`config.mk`:
```
export PLATFORM = sky130hd
export DESIGN_NAME = cipher_job_sequencer
export DESIGN_NICKNAME = d
export VERILOG_FILES = /design/src/rtl/cipher_job_sequencer.sv
export SDC_FILE = /design/constraint.sdc
export NUM_CORES = 1
export LEC_CHECK = 0
export CAP_MARGIN = 20
export CORE_MARGIN = 1
export CORE_UTILIZATION = 44
export DETAILED_ROUTE_END_ITERATION = 8
export GPL_TIMING_DRIVEN = 1
export PLACE_DENSITY = 0.83
export SKIP_LAST_GASP = 1
export SYNTH_ARGS = -nofsm -noshare
export SYNTH_HDL_FRONTEND = slang
export SYNTH_SLANG_ARGS = --single-unit
```
`constraint.sdc`:
```
create_clock -name clk -period 3.5 [get_ports clk]
set_input_delay 0.875 -clock clk [delete_from_list [all_inputs] [get_ports clk]]
set_output_delay 0.875 -clock clk [all_outputs]
set_load 0.01 [all_outputs]
```
`src/rtl/cipher_job_sequencer.sv`:
```
// cipher_job_sequencer: copies the screen buffer into CPU memory, runs the cipher program, and streams the results back to the display.
// Latency: 2*(BUF_DEPTH+1)+1+T_exec+1+1 cycles from the accepted start to the job_done pulse.
// Backpressure: none. Starts while busy are dropped. Defining CIPHER_JOB_SEQ_PRINTABLE_EN makes readback print only ASCII 0x21..0x7E.
module cipher_job_sequencer #(
    parameter int BUF_DEPTH  = 108,
    parameter int ADDR_W     = 12,
    parameter int SRC_BASE   = 3000,
    parameter int DST_BASE   = 3500,
    parameter int SHIFT_ADDR = 2999,
    parameter int TIMEOUT_W  = 24
) (
    input  logic              clk,
    input  logic              reset,
    input  logic              start_enc,
    input  logic              start_dec,
    input  logic [4:0]        shift_amt,
    output logic [6:0]        buf_rd_idx,
    input  logic [7:0]        buf_rd_char,
    output logic [ADDR_W-1:0] mem_addr,
    output logic [31:0]       mem_wdata,
    output logic              mem_wen,
    input  logic [31:0]       mem_rdata,
    output logic [1:0]        cpu_en,
    output logic [1:0]        prog_sel,
    input  logic              cpu_done,
    output logic              rb_wen,
    output logic [6:0]        rb_idx,
    output logic [7:0]        rb_char,
    output logic              kbd_lock,
    output logic              busy,
    output logic              job_done,
    output logic              job_err
);

    typedef enum logic [2:0] {
        S_IDLE,
        S_LOAD,
        S_SHIFT,
        S_EXEC,
        S_READ,
        S_FINISH
    } state_t;

    localparam logic [6:0]           LAST_IDX = 7'(BUF_DEPTH);
    localparam logic [ADDR_W-1:0]    SRC_A    = ADDR_W'(SRC_BASE);
    localparam logic [ADDR_W-1:0]    DST_A    = ADDR_W'(DST_BASE);
    localparam logic [ADDR_W-1:0]    SHIFT_A  = ADDR_W'(SHIFT_ADDR);
    // EXEC gives up when the watchdog would reach all-ones, so EXEC lasts 2**TIMEOUT_W-1 cycles at most.
    localparam logic [TIMEOUT_W-1:0] WD_LAST  = ~TIMEOUT_W'(1);

    state_t               state, state_nxt;
    logic [6:0]           cnt, cnt_nxt;
    logic [TIMEOUT_W-1:0] wd, wd_nxt;
    logic [4:0]           shift_q;
    logic                 accept;
    logic                 timeout;
    logic [7:0]           rd_byte;
    logic                 unused_rdata;

    // Only the low byte of a result word carries a character.
    assign rd_byte      = mem_rdata[7:0];
    assign unused_rdata = ^mem_rdata[31:8];

    // State register, phase counters, and the job context latched when a start is accepted.
    always_ff @(posedge clk) begin
        if (!reset) begin
            state    <= S_IDLE;
            cnt      <= '0;
            wd       <= '0;
            shift_q  <= '0;
            prog_sel <= 2'b00;
            job_err  <= 1'b0;
        end else begin
            state <= state_nxt;
            cnt   <= cnt_nxt;
            wd    <= wd_nxt;
            if (accept) begin
                prog_sel <= start_enc ? 2'b01 : 2'b10;
                shift_q  <= shift_amt;
                job_err  <= 1'b0;
            end
            if (timeout) begin
                job_err <= 1'b1;
            end
        end
    end

    // Next state and all memory, CPU, and read-buffer controls, decoded from the phase and its counter.
    always_comb begin
        state_nxt  = state;
        cnt_nxt    = cnt;
        wd_nxt     = wd;
        accept     = 1'b0;
        timeout    = 1'b0;
        buf_rd_idx = 7'd0;
        mem_addr   = '0;
        mem_wdata  = 32'd0;
        mem_wen    = 1'b0;
        cpu_en     = 2'b00;
        rb_wen     = 1'b0;
        rb_idx     = 7'd0;
        rb_char    = 8'd0;
        job_done   = 1'b0;
        busy       = (state != S_IDLE);
        kbd_lock   = (state != S_IDLE);

        case (state)
            S_IDLE: begin
                if (start_enc || start_dec) begin
                    accept    = 1'b1;
                    cnt_nxt   = 7'd0;
                    state_nxt = S_LOAD;
                end
            end

            // The buffer read is one cycle behind the index, so word k is written on cycle k+1.
            S_LOAD: begin
                cpu_en = 2'b01;
                if (cnt < LAST_IDX) begin
                    buf_rd_idx = cnt;
                end
                if (cnt != 7'd0) begin
                    mem_wen   = 1'b1;
                    mem_addr  = SRC_A + ADDR_W'(cnt - 7'd1);
                    mem_wdata = {24'd0, buf_rd_char};
                end
                if (cnt == LAST_IDX) begin
                    cnt_nxt   = 7'd0;
                    state_nxt = S_SHIFT;
                end else begin
                    cnt_nxt = cnt + 7'd1;
                end
            end

            S_SHIFT: begin
                cpu_en    = 2'b01;
                mem_wen   = 1'b1;
                mem_addr  = SHIFT_A;
                mem_wdata = {27'd0, shift_q};
                wd_nxt    = '0;
                state_nxt = S_EXEC;
            end

            // A done seen in the same cycle as the timeout still counts as a good job.
            S_EXEC: begin
                cpu_en = 2'b10;
                wd_nxt = wd + TIMEOUT_W'(1);
                if (cpu_done) begin
                    cnt_nxt   = 7'd0;
                    state_nxt = S_READ;
                end else if (wd == WD_LAST) begin
                    timeout   = 1'b1;
                    state_nxt = S_IDLE;
                end
            end

            S_READ: begin
                if (cnt < LAST_IDX) begin
                    mem_addr = DST_A + ADDR_W'(cnt);
                end
                if (cnt != 7'd0) begin
                    rb_wen = 1'b1;
                    rb_idx = cnt - 7'd1;
`ifdef CIPHER_JOB_SEQ_PRINTABLE_EN
                    rb_char = (rd_byte >= 8'h21 && rd_byte <= 8'h7E) ? rd_byte : 8'h20;
`else
                    rb_char = rd_byte;
`endif
                end
                if (cnt == LAST_IDX) begin
                    cnt_nxt   = 7'd0;
                    state_nxt = S_FINISH;
                end else begin
                    cnt_nxt = cnt + 7'd1;
                end
            end

            S_FINISH: begin
                job_done  = 1'b1;
                state_nxt = S_IDLE;
            end

            default: begin
                state_nxt = S_IDLE;
            end
        endcase
    end

endmodule
```
==> flow_summary.toml, run 1 <==
[die]
num_rows = 29
core_area_mm2 = 0.00649
initial_utilization = 0.464
die_h_um = 84.8
chipWidth_um = 84.8
ioPinCount = 126
fp.dieArea_mm2 = 0.00719

[logic_synthesis]
async_flop_share = 0
syn_area_mm2 = 0.00302
yosysSeqAreaShare = 0.279
ys_seq_elements = 42
syn_area_per_cell_um2 = 7.84
synth-edff-count = 0
synth_flop_cell = "dfxtp_1"
syn-instance-count = 385
ys_types = 59
ys_warn_count = 0

[worst_setup_path]
path_cells = "or4_4 > and2_4 > ha_1 > and4_1 > or3_1 > dlygate4sd2_1"
crit_slowest_cell = "or4_4"
crit_family = "simple AND/OR/NAND/NOR gates"
cp_max_fo = 7
worstPathRequired_ps = 2620
start_kind = "flop"
r2r_start = "wd[0]"
r2r_end = "wd[16]"
end_kind = "output pin"
reg2regPathDepth = 5
cp.buffers_inverters = 1
rrSetupSlack_ps = 1390
cp.arrival_ps = 2520
path_class = "flop to output pin"
critical-path-max-stage-delay_ps = 570

[clock_tree]
cts_buffers = 5
clk_path_buf_depth = 2
clk_latency_ps = 310
hold_buffers = 0
post_cts_buffers = 0
htree_num_levels = 2
cts_root_buffer = "clkbuf_8"
clkTransAtPathRegs_ps = 90
cts.sink_count = 42
cts_tree = "yes"

[worst_hold_path]
min_to = "wd[23]"
min_from = "wd[23]"
hold_depth = 2
hp-class = "flop to flop"

[place]
gp_congestion = 0.929
io_buffers = 77
dpl.hpwl_um = 5630

[route]
drtAntennaViolNets = 0
routed_wirelength_um = 7740
vias_per_cell = 5.51
drt-wirelength-per-cell_um = 14.5
drt_first_pass_iters = 7
drc = 2
routed-via-count = 2946
drtIter0Drc = 127

[sta]
hold_viol = 0
relSlewSlack = 0.488
fin_crit_sh = 0.969
final_max_slew_viol_count = 0
setup_violations = 0
finalClockSkew_ps = 10.8
fin_tns_setup_ps = 0
worst_slew_pin_slew_ps = 762
period_minus_slack_ps = 3390
rsz0062_at_grt = "no"
fmax_mhz = 295

[finish]
antenna_cells = 0
final_common_cell = "clkdlybuf4s50_1"
layout-drive-gt1-share = 0.0917
finish.utilization = 0.599
nFillCells = 585
mostFrequentLayoutCells = "clkdlybuf4s50_1, dfxtp_1, nand2_1"
final_nets = 514
syn_to_final_growth_pct = 28.9

[run]
max_cap_viol_count = 0

[global_routing]
grt_pass1_vias = 2855
grt_max_degree = 18
grt_use_total = 0.223
grt_overflow = 0
antenna_found_initial = 0
use_met3 = 0.0541
grt_pass1_wl_um = 13100
globalRouteMet2Util = 0.404
use_met1 = 0.266
busiest_layer = "met2"

[run_status]
violations = "DRC"
outcome = "finished with violations"

[pwr]
vdd_drop_max_uv = 159
p_leak_nw = 1.47
power_density_mw_per_mm2 = 263
tightest hold or removal path, cell delays in order, from the launching register on:
cell,delay (ps)
dfxtp_1,330
nand2_1,50
mux2i_1,50
what timing repair did:
item                       in CTS  in global routing
resized for setup               6                  7
pin swaps                       0                  0
setup endpoints to repair       4                  9
synthesized netlist by cell type, types with 3 or more instances:
| master | number | share of area |
|---|---|---|
| a21boi_0 | 5 | 0.012 |
| a21o_1 | 4 | 0.010 |
| a21oi_1 | 27 | 0.045 |
| a22o_1 | 5 | 0.015 |
| and2_1 | 21 | 0.044 |
| and3_1 | 4 | 0.0083 |
| and4_1 | 3 | 0.0087 |
| buf_2 | 3 | 0.0050 |
| buf_4 | 26 | 0.065 |
| clkbuf_1 | 15 | 0.019 |
| dfxtp_1 | 42 | 0.28 |
| ha_1 | 7 | 0.029 |
| inv_1 | 14 | 0.017 |
| mux2i_1 | 12 | 0.040 |
| nand2_1 | 32 | 0.040 |
| nand2b_1 | 7 | 0.015 |
| nand3_1 | 11 | 0.018 |
| nand3b_1 | 7 | 0.017 |
| nand4_1 | 6 | 0.012 |
| nor2_1 | 18 | 0.022 |
| nor2b_1 | 8 | 0.017 |
| nor3_1 | 3 | 0.0050 |
| nor3b_1 | 3 | 0.0075 |
| nor4_1 | 9 | 0.019 |
| o21a_1 | 3 | 0.0075 |
| o21ai_0 | 15 | 0.025 |
| o21ai_1 | 3 | 0.0050 |
| o221ai_1 | 3 | 0.0087 |
| o31ai_1 | 8 | 0.020 |
| or3_1 | 11 | 0.023 |
| or4_1 | 7 | 0.017 |
| xnor2_1 | 6 | 0.017 |
| xor2_1 | 6 | 0.017 |
final cells by class:
| class | count | area (um2) | area share |
|---|---|---|---|
| clock buffer | 5 | 68.8 | 0.0177 |
| clock inverter | 3 | 26.3 | 0.00676 |
| inverter | 14 | 52.6 | 0.0135 |
| multi-input combinational | 305 | 1940 | 0.499 |
| sequential | 42 | 846 | 0.218 |
| tap | 77 | 96.3 | 0.0248 |
| timing repair buffer | 89 | 857 | 0.220 |
flip-flops by register name, indices dropped and copies added, names as in the netlist:
register / count
state: 3
job_err: 1
wd: 24
cnt: 7
prog_sel: 2
shift_q: 5
stage by stage:
step / hold WS, ps / total power [mW] / std cells / instance area [um2] / setup slack (ps)
2_1_floorplan: 443 / 0.620 / 408 / 3100 / 625
3_3_place_gp: 459 / 0.680 / 527 / 3770 / 198
3_5_place_dp: 466 / 0.682 / 527 / 3770 / 190
4_1_cts: 478 / 1.02 / 535 / 3870 / 73.1
5_1_grt: 507 / 1.07 / 535 / 3890 / 33.5
6_report: 476 / 1.02 / 535 / 3890 / 108
logic make-up (layout without fill, tap and decap cells):
| logic type | count (synthesis) | in the layout | synth area share |
|---|---|---|---|
| and+or+nand+nor | 165 | 165 | 0.318 |
| AOI/OAI and AO/OA | 85 | 85 | 0.184 |
| buffers and inverters | 61 | 111 | 0.115 |
| DFF | 42 | 42 | 0.279 |
| xor gates and xnor gates | 12 | 12 | 0.0348 |
| muxes | 12 | 12 | 0.0398 |
| adders and majority gates | 7 | 7 | 0.0290 |
| other | 1 | 24 | 0.00124 |
how the worst max path moves through the flow:
| stage | cells past startpoint | start | to | slack [ps] |
|---|---|---|---|---|
| after global placement | 8 | cnt[1] | mem_addr[9] | 200 |
| final | 6 | cnt[0] | mem_addr[9] | 110 |
| after detailed placement | 8 | cnt[1] | mem_addr[9] | 190 |
| after floorplan | 8 | cnt[2] | mem_addr[9] | 620 |
| after global routing | 5 | state[2] | mem_addr[2] | 30 |
| after CTS | 6 | cnt[0] | mem_addr[9] | 70 |
routing by layer:
| metal | wire length, um | vias up |
|---|---|---|
| met2 | 3790 | 125 |
| met3 | 576 | 8 |
| met4 | 75 | 0 |
| met5 | 0 | - |
| li1 | - | 1475 |
| met1 | 3300 | 1338 |
report_power, final:
| part | switching [mW] | total (mW) | internal (mW) |
|---|---|---|---|
| logic | 0.0885 | 0.184 | 0.0952 |
| registers | 0.00636 | 0.492 | 0.486 |
| clock network | 0.199 | 0.347 | 0.148 |
| total | 0.294 | 1.02 | 0.729 |
No activity file was read; power rests on OpenSTA's default activity.
==> run 2: changes to the inputs <==
- CORE_MARGIN: 1 -> 4
==> run 2 against run 1 <==
- the flow now finishes without violations
- via count grew 0.61%
- clock skew shrank 4.4 ps
- non-clock buffer count up 2
- sequential share of layout area down 0.13 points
- sequential power about the same
- power decreased by 1.1%
- critical endpoint unchanged
- largest cell class unchanged
==> flow_summary.toml, run 2 (same netlist as run 1, synthesis figures left out) <==
[run_status]
outcome = "complete, no violations"

[die]
chipWidth_um = 90.8
fp.dieArea_mm2 = 0.00824
initial_utilization = 0.464
ioPinCount = 126
core_area_mm2 = 0.00649
num_rows = 29
die_h_um = 90.8

[finish]
mostFrequentLayoutCells = "clkdlybuf4s50_1, dfxtp_1, nand2_1"
finalInstanceArea_mm2 = 0.00391
largest_reg_flops = 24
largest-register = "wd"
top_regs = "wd x24, cnt x7, shift_q x5"
final_common_cell = "clkdlybuf4s50_1"
antenna_cells = 0
final_nets = 516
syn_to_final_growth_pct = 29.4
layout-drive-gt1-share = 0.0957

[place]
io_buffers = 77
postPlaceCellArea_mm2 = 0.00378
gp_congestion = 0.895
dpl.hpwl_um = 6080

[sta]
final_max_slew_viol_count = 0
fin_tns_setup_ps = 0
fmax_mhz = 292
rsz0062_at_grt = "no"
period_minus_slack_ps = 3430
finalClockSkew_ps = 6.41
setup_violations = 0
fin_crit_sh = 0.979
relSlewSlack = 0.509
worst_slew_pin_slew_ps = 731
hold_viol = 0

[route]
drt-wirelength-per-cell_um = 14.9
vias_per_cell = 5.52
drtIter0Drc = 155
routed-via-count = 2964
drt_first_pass_iters = 4
drtAntennaViolNets = 0
routed_wirelength_um = 7990
drc = 0

[worst_setup_path]
worstPathRequired_ps = 2620
reg2regPathDepth = 5
start_kind = "flop"
cp.arrival_ps = 2550
rrSetupSlack_ps = 1410
cp_max_fo = 7
r2r_start = "state[2]"
startpoint = "cnt[0]"
r2r_end = "wd[16]"
crit_path_end = "mem_addr[9]"
end_kind = "output pin"
path_class = "flop to output pin"

[clock_tree]
clk_path_buf_depth = 2
cts.sink_count = 42
hold_buffers = 0
clk_latency_ps = 300
clkTransAtPathRegs_ps = 90
cts_buffers = 5
htree_num_levels = 2
cts_tree = "yes"
cts_root_buffer = "clkbuf_8"

[worst_hold_path]
hold_depth = 2
hp-class = "flop to flop"

[global_routing]
grt_pass1_vias = 2956
grt_overflow = 0
grt_max_degree = 18
antenna_found_initial = 0
grt_use_total = 0.192
grt_pass1_wl_um = 13300

[pwr]
vdd_drop_max_uv = 148
power_density_mw_per_mm2 = 259
p_leak_nw = 1.50

[run]
max_cap_viol_count = 0
==> run 2: through the flow <==
step / total power [mW] / cells / hold slack, ps / util / worst slack, ps
3_5_place_dp: 0.683 / 529 / 477 / 0.582 / 168
5_1_grt: 1.05 / 537 / 520 / 0.601 / 4.39
3_3_place_gp: 0.682 / 529 / 458 / 0.582 / 193
6_report: 1.01 / 537 / 488 / 0.601 / 72.0
2_1_floorplan: 0.620 / 408 / 443 / - / 625
4_1_cts: 1.02 / 537 / 491 / 0.597 / 12.8
==> run 2: cell type report <==
cell class | count | area [um2]
inverter | 14 | 52.6
timing repair buffer | 91 | 875
clock buffer | 5 | 68.8
clock inverter | 3 | 25.0
fill | 578 | 2590
multi-input combinational | 305 | 1940
sequential | 42 | 845
tap | 77 | 96.3
==> run 2: power by group <==
part | internal [mW] | switching [mW]
Sequential | 0.486 | 0.00635
Clock | 0.144 | 0.191
Combinational | 0.0961 | 0.0883
==> run 2: repair_timing <==
item                       CTS  global route
setup endpoints to repair    4            19
resized for setup            5             8
buffers inserted             0             0
==> run 2: per-layer routing <==
metal  vias up  track usage  wire length (um)
met1      1374        0.218              3400
met4         0       0.0653               116
li1       1474            -                 -
met5         -            0                 0
met3         7       0.0600               600
met2       109        0.340              3870
==> run 2: how the worst min path moves through the flow <==
| stage | start | slack (ps) | to |
|---|---|---|---|
| CTS | wd[23] | 490 | wd[23] |
| global placement | wd[22] | 460 | wd[22] |
| floorplan | wd[23] | 440 | wd[23] |
| finish | wd[23] | 490 | wd[23] |
| global route | wd[22] | 520 | wd[22] |
| detailed placement | wd[23] | 480 | wd[23] |
==> run 2: critical path: stages, from the launching register on <==
cell and delay [ps]:
dfxtp_2 360, or4_4 570, and2_2 240, ha_1 220
and4_1 160, or3_1 380, dlygate4sd2_1 300
